--- config.mk ---
export PLATFORM = sky130hd
export DESIGN_NAME = sort_stream_tx
export DESIGN_NICKNAME = d
export VERILOG_FILES = /design/src/rtl/sort_stream_tx.sv
export SDC_FILE = /design/constraint.sdc
export NUM_CORES = 1
export LEC_CHECK = 0
export CAP_MARGIN = 30
export CORE_MARGIN = 2
export CORE_UTILIZATION = 30
export DETAILED_ROUTE_END_ITERATION = 6
export PLACE_DENSITY = 0.51
export SLEW_MARGIN = 25
export SYNTH_ARGS = -nofsm -noshare
export SYNTH_HDL_FRONTEND = slang
export SYNTH_SLANG_ARGS = --single-unit
--- constraint.sdc ---
create_clock -name clk -period 3.5 [get_ports clk]
set_input_delay 1.05 -clock clk [delete_from_list [all_inputs] [get_ports clk]]
set_output_delay 1.05 -clock clk [all_outputs]
set_load 0.05 [all_outputs]
--- src/rtl/sort_stream_tx.sv ---
// Captures four W-bit elements, sorts them descending in place, streams them out largest first.
// Latency: load at edge 0, one compare-swap per edge 1..6, first beat valid after edge 6.
// Backpressure: out_data/out_last/idx hold while out_valid & !out_ready; loads only accepted in IDLE.
module sort_stream_tx #(
  parameter int W = 2
) (
  input  logic         clk,
  input  logic         rst_n,
  input  logic         load_valid,
  output logic         load_ready,
  input  logic [W-1:0] sw76,
  input  logic [W-1:0] sw54,
  input  logic [W-1:0] sw32,
  input  logic [W-1:0] sw10,
  output logic         out_valid,
  input  logic         out_ready,
  output logic [W-1:0] out_data,
  output logic         out_last,
  output logic         busy
);

  typedef enum logic [1:0] {IDLE, SORT, SEND} state_t;

  state_t              state_q, state_d;
  logic [3:0][W-1:0]   r_q, r_d;
  logic [2:0]          step_q, step_d;
  logic [1:0]          idx_q, idx_d;
  logic                out_valid_q, out_valid_d;
  logic [W-1:0]        out_data_q, out_data_d;
  logic                out_last_q, out_last_d;
  logic                load_ready_q, load_ready_d;
  logic                busy_q, busy_d;
  logic [1:0]          ci, cj;

  // Next-state: capture on load, one compare-swap per SORT cycle, step through idx in SEND.
  always_comb begin
    state_d = state_q;
    r_d     = r_q;
    step_d  = step_q;
    idx_d   = idx_q;
    ci      = 2'd1;
    cj      = 2'd0;

    case (state_q)
      IDLE: begin
        if (load_valid && load_ready_q) begin
          r_d     = {sw76, sw54, sw32, sw10};
          step_d  = 3'd0;
          state_d = SORT;
        end
      end

      SORT: begin
        // Fixed compare network: the larger value migrates toward the higher index.
        case (step_q)
          3'd0:    begin ci = 2'd3; cj = 2'd2; end
          3'd1:    begin ci = 2'd3; cj = 2'd1; end
          3'd2:    begin ci = 2'd3; cj = 2'd0; end
          3'd3:    begin ci = 2'd2; cj = 2'd1; end
          3'd4:    begin ci = 2'd2; cj = 2'd0; end
          default: begin ci = 2'd1; cj = 2'd0; end
        endcase
        if (r_q[ci] < r_q[cj]) begin
          r_d[ci] = r_q[cj];
          r_d[cj] = r_q[ci];
        end
        if (step_q >= 3'd5) begin
          idx_d   = 2'd3;
          state_d = SEND;
        end else begin
          step_d = step_q + 3'd1;
        end
      end

      SEND: begin
        if (out_ready) begin
          if (idx_q == 2'd0) begin
            state_d = IDLE;
          end else begin
            idx_d = idx_q - 2'd1;
          end
        end
      end

      default: state_d = IDLE;
    endcase

    // Outputs are registered views of the next state so they change cleanly on the edge.
    out_valid_d  = (state_d == SEND);
    out_data_d   = out_valid_d ? r_d[idx_d] : '0;
    out_last_d   = out_valid_d && (idx_d == 2'd0);
    load_ready_d = (state_d == IDLE);
    busy_d       = (state_d != IDLE);
  end

  // State and registered outputs; reset aborts any sort or transmission in progress.
  always_ff @(posedge clk or negedge rst_n) begin
    if (!rst_n) begin
      state_q      <= IDLE;
      r_q          <= '0;
      step_q       <= 3'd0;
      idx_q        <= 2'd3;
      out_valid_q  <= 1'b0;
      out_data_q   <= '0;
      out_last_q   <= 1'b0;
      load_ready_q <= 1'b1;
      busy_q       <= 1'b0;
    end else begin
      state_q      <= state_d;
      r_q          <= r_d;
      step_q       <= step_d;
      idx_q        <= idx_d;
      out_valid_q  <= out_valid_d;
      out_data_q   <= out_data_d;
      out_last_q   <= out_last_d;
      load_ready_q <= load_ready_d;
      busy_q       <= busy_d;
    end
  end

  assign out_valid  = out_valid_q;
  assign out_data   = out_data_q;
  assign out_last   = out_last_q;
  assign load_ready = load_ready_q;
  assign busy       = busy_q;

endmodule

======== Yosys cells after proc, flatten, opt, wreduce, memory -nomap -nowiden ========
Index checks and enable logic that the tools add are counted.
W data, S select, Z words.
storage, ports and cells
  bits in registers ....................... 21
  input port bits ......................... 12
  output and inout port bits .............. 6
  word-level logic and storage cells ...... 77
operators by class
  add/sub/neg operators ................... 2
  order comparisons ....................... 7
  equality and inequality tests ........... 9
  mux-type cells .......................... 32
  reduce and logical (&&, ||, !) cells .... 15
operators by type and width
  cell                   count
  $mux W2                15
  $bwmux W8              2
  $mux W8                2
  $pmux W8 S2            1
  $bmux W2 S2            3
  $pmux W2 S2            3
  $lt A2 B3 Y1 const B   3
  $demux W2 S2           2
  $logic_not A2 Y1       4
  $eq A3 B2 Y1 const B   2
  $mux W3                2
  $pmux W2 S3            1
  $pmux W3 S2            1
  $eq A2 B2 Y1 const B   2
  $ge A2 B1 Y1 const B   2
  $logic_and A1 B1 Y1    4
  $ne A2 B2 Y1 const B   2
  $reduce_bool A2 Y1     2
  $reduce_or A2 Y1       2
  $add A3 B1 Y3 const B  1
  $eq A3 B1 Y1 const B   1
  $eq A3 B3 Y1 const B   1
  $ge A3 B3 Y1 const B   1
  $logic_not A3 Y1       1
  5 further kinds        5

======== Logic depth before layout (Yosys ltp) ========
  depth in word-level cells ............... 15
  gate-level depth with buffers ........... 13
  mapped depth without buffers ............ 12

======== Least setup slack after synthesis ========
Ideal clock, no wire load.
  path kind ............................... register -> register
  from .................................... reg step_q[0]
  to ...................................... reg out_data_q[0] (netlist: out_data[0])
  library setup time ...................... 0.120 ns
  arrival ................................. 2.834 ns
  setup slack ............................. 0.546 ns
  stages on the path, launching flop included .. 13
  period minus slack after synthesis ...... 2.954 ns
  path through ............................ dfrtp_1 inv_1 ha_1 buf_4 mux2i_1 a22oi_1 o21ai_0 ha_1 a21oi_2 a31oi_1 or3_1 o221a_1 and3_1
RTL lines
  element                 RTL line  source
  start, declared         26        logic [2:0] step_q, step_d;
  start signal, assigned  111       step_q <= step_d;
  end signal, assigned    114       out_data_q <= out_data_d;
  end, declared           29        logic [W-1:0] out_data_q, out_data_d;

==> impl_metrics.json <==
{
  "async_flop_share_pct": 100,
  "ant_nets": 0,
  "yosys_warnings": 0,
  "overflow": 0,
  "first_global_vias": 1504,
  "die_x_um": 79.0,
  "cts_hold_repair.buffers": 0,
  "final_util_pct": 36.7,
  "period_minus_slack_ns": 3.15,
  "slowest_delay_ns": 0.43,
  "num_vias": 1567,
  "insertion_delay_ns": 0.26,
  "cap_violations": 0,
  "nets": 238,
  "timing.setup.tns_ns": 0,
  "h-tree-depth": 1,
  "crit_top_cell": "ha_1",
  "clk_pin_slew_worst_paths_ns": 0.08,
  "final_common_cell": "nand2_1",
  "area_growth_syn_to_layout_pct": 19.0,
  "critPathSlowestCell": "dfrtp_1",
  "synth_edf_count": 0,
  "path_class": "flop to flop",
  "cts-resized-gates": 0,
  "syn_area_per_cell_um2": 8.69,
  "ys_ff_latch": 21,
  "synth_top_flop_cell": "dfrtp_1",
  "synth.yosys.seq_area_share_pct": 31.4,
  "slew_headroom_pct": 58.4,
  "cts_tree": "built",
  "num_rows": 27,
  "place.gp.congestion": 0.863,
  "fin_crit_sh_pct": 89.9,
  "wl_met2_mm": 2.01,
  "cp_data_required_time_ns": 3.66,
  "diodes": 0,
  "setup_viol": 0,
  "syn_nets": 215,
  "dp_hpwl_mm": 3.42,
  "grt_start_max_net_pins": 22,
  "crit_path_max_fanout": 15,
  "antenna_found_initial": 0,
  "rsz0062_at_grt": "no",
  "cts_buffer_depth": 2,
  "final_cell_mix": "20 x nand2_1, 18 x dfrtp_1, 17 x clkdlybuf4s50_1",
  "dieHeight_um": 79.0,
  "finClkSkew_ns": 0.00251,
  "slew_violations": 0,
  "top_layer_used": "met4",
  "max_freq_ghz": 0.318,
  "post_cts_buffers": 0,
  "cp_data_arrival_time_ns": 3.30,
  "core_area_mm2": 0.00547,
  "wl_mm": 4.46,
  "dieArea_mm2": 0.00624,
  "min_path_type": "flop to flop",
  "crit_path_end_kind": "flop",
  "start_kind": "flop",
  "cts_num_sinks": 21,
  "yosysUniqueCellTypes": 58,
  "route.met3.wl_um": 136,
  "drt-pass1-iter-count": 4,
  "cts-root-buf": "clkbuf_8",
  "crit_chain": "inv_1 > ha_1 > nor3_4 > o21ai_0 > o311a_1 > ha_1 > nand4_2 > a31oi_1 > or3_1 > o221a_1 > and3_1",
  "synth_cells": 194,
  "final_layout_size_suffix_gt1_share_pct": 13.9,
  "drt-met1-wl_mm": 2.25,
  "grt_use_total_pct": 15.4,
  "io_pins": 18,
  "numCtsBuffers": 3,
  "hold_slack_ns": 0.630,
  "status": "finished clean",
  "vias_per_cell": 5.44,
  "place_inst": 284,
  "io_buffers": 17,
  "worst_pin_slew_ns": 0.623,
  "post-route-drc-count": 0,
  "wl_per_cell_um": 15.5,
  "synth_area_mm2": 0.00169,
  "drt_iter0_drc": 116,
  "grt_pass1_wl_mm": 7.70,
  "stdcell_count": 288,
  "initial_core_util_pct": 30.8,
  "hold_viol": 0
}
[worst max-delay path: cells and delay by family, from the launching register on]
family	cells	cell delay [ns]
and+or+nand+nor	4	1.02
adders and majority gates	2	0.76
AOI/OAI and AO/OA	4	0.74
DFF	1	0.43
buffers and inverters	1	0.08
[state kept, by name, summed over array words and instances, names as in the netlist]
register,count
step_q,3
busy,1
idx_q,2
out_last,1
r_q,8
state_q,2
out_valid,1
load_ready,1
out_data,2
[synthesized netlist by cell type (all sizes together), types with 2 or more instances]
cell    count  area, um^2
nand4       2        18.8
nand3       9        45.0
nor2b       4        25.0
o311a       2        20.0
buf         5        33.8
a31o        2        17.5
a311oi      2        23.8
nand2      20        75.1
a31oi       6        37.5
a211o       2        17.5
a21oi       9        52.6
o21ai      14        70.1
o211ai      7        52.6
mux2i       4        40.0
a32oi       2        17.5
or2         2        12.5
and3        8        55.1
inv        13        48.8
nand2b      3        18.8
dfrtp      18         450
dfstp       3        78.8
a22oi       4        30.0
mux2        2        26.3
nor3        4        36.3
nor2       12        45.0
and2        3        18.8
a22o        2        17.5
ha          9         113
nor3b       3        22.5
[through the flow]
step	worst slack, ns	instance area (um^2)
6_report	0.352	2010
5_1_grt	0.0605	2010
4_1_cts	0.348	2010
3_5_place_dp	0.355	1960
3_3_place_gp	0.358	1960
2_1_floorplan	0.546	1690
[area by class of cell]
type	instances	area (um^2)
multi-input combinational	154	1070
inverter	13	48.8
sequential	21	529
fill	584	3470
timing repair buffer	24	223
clock buffer	4	45.0
tap	72	90.1
[final timing paths]
check	startpoint	endpoint	slack, ns	depth (start not counted)
min in group asynchronous	rst_n	busy	1.13	2
min	step_q[1]	step_q[1]	0.63	1
max	step_q[1]	out_data[0]	0.35	11
max reg2reg	step_q[1]	out_data[0]	0.35	11
max in group asynchronous	rst_n	idx_q[0]	2.09	2
min reg2reg	step_q[1]	step_q[1]	0.63	1
[layer usage]
layer  global-route usage, %  vias up
met3                    1.59        6
met4                    5.52        0
met5                       0        -
li1                        -      772
met1                    22.8      756
met2                    23.2       33
[logic make-up after synthesis]
| family | count (synthesis) | share of synthesized area [%] |
|---|---|---|
| DFF | 21 | 31.4 |
| buffers and inverters | 19 | 5.12 |
| muxes | 6 | 3.93 |
| AOI/OAI and AO/OA | 65 | 28.8 |
| adders and majority gates | 9 | 6.68 |
| and+or+nand+nor | 74 | 24.1 |
Power is left out: the tool's default activity adds up to more than one toggle a clock period on the data nets, which glitch-free logic cannot reach.
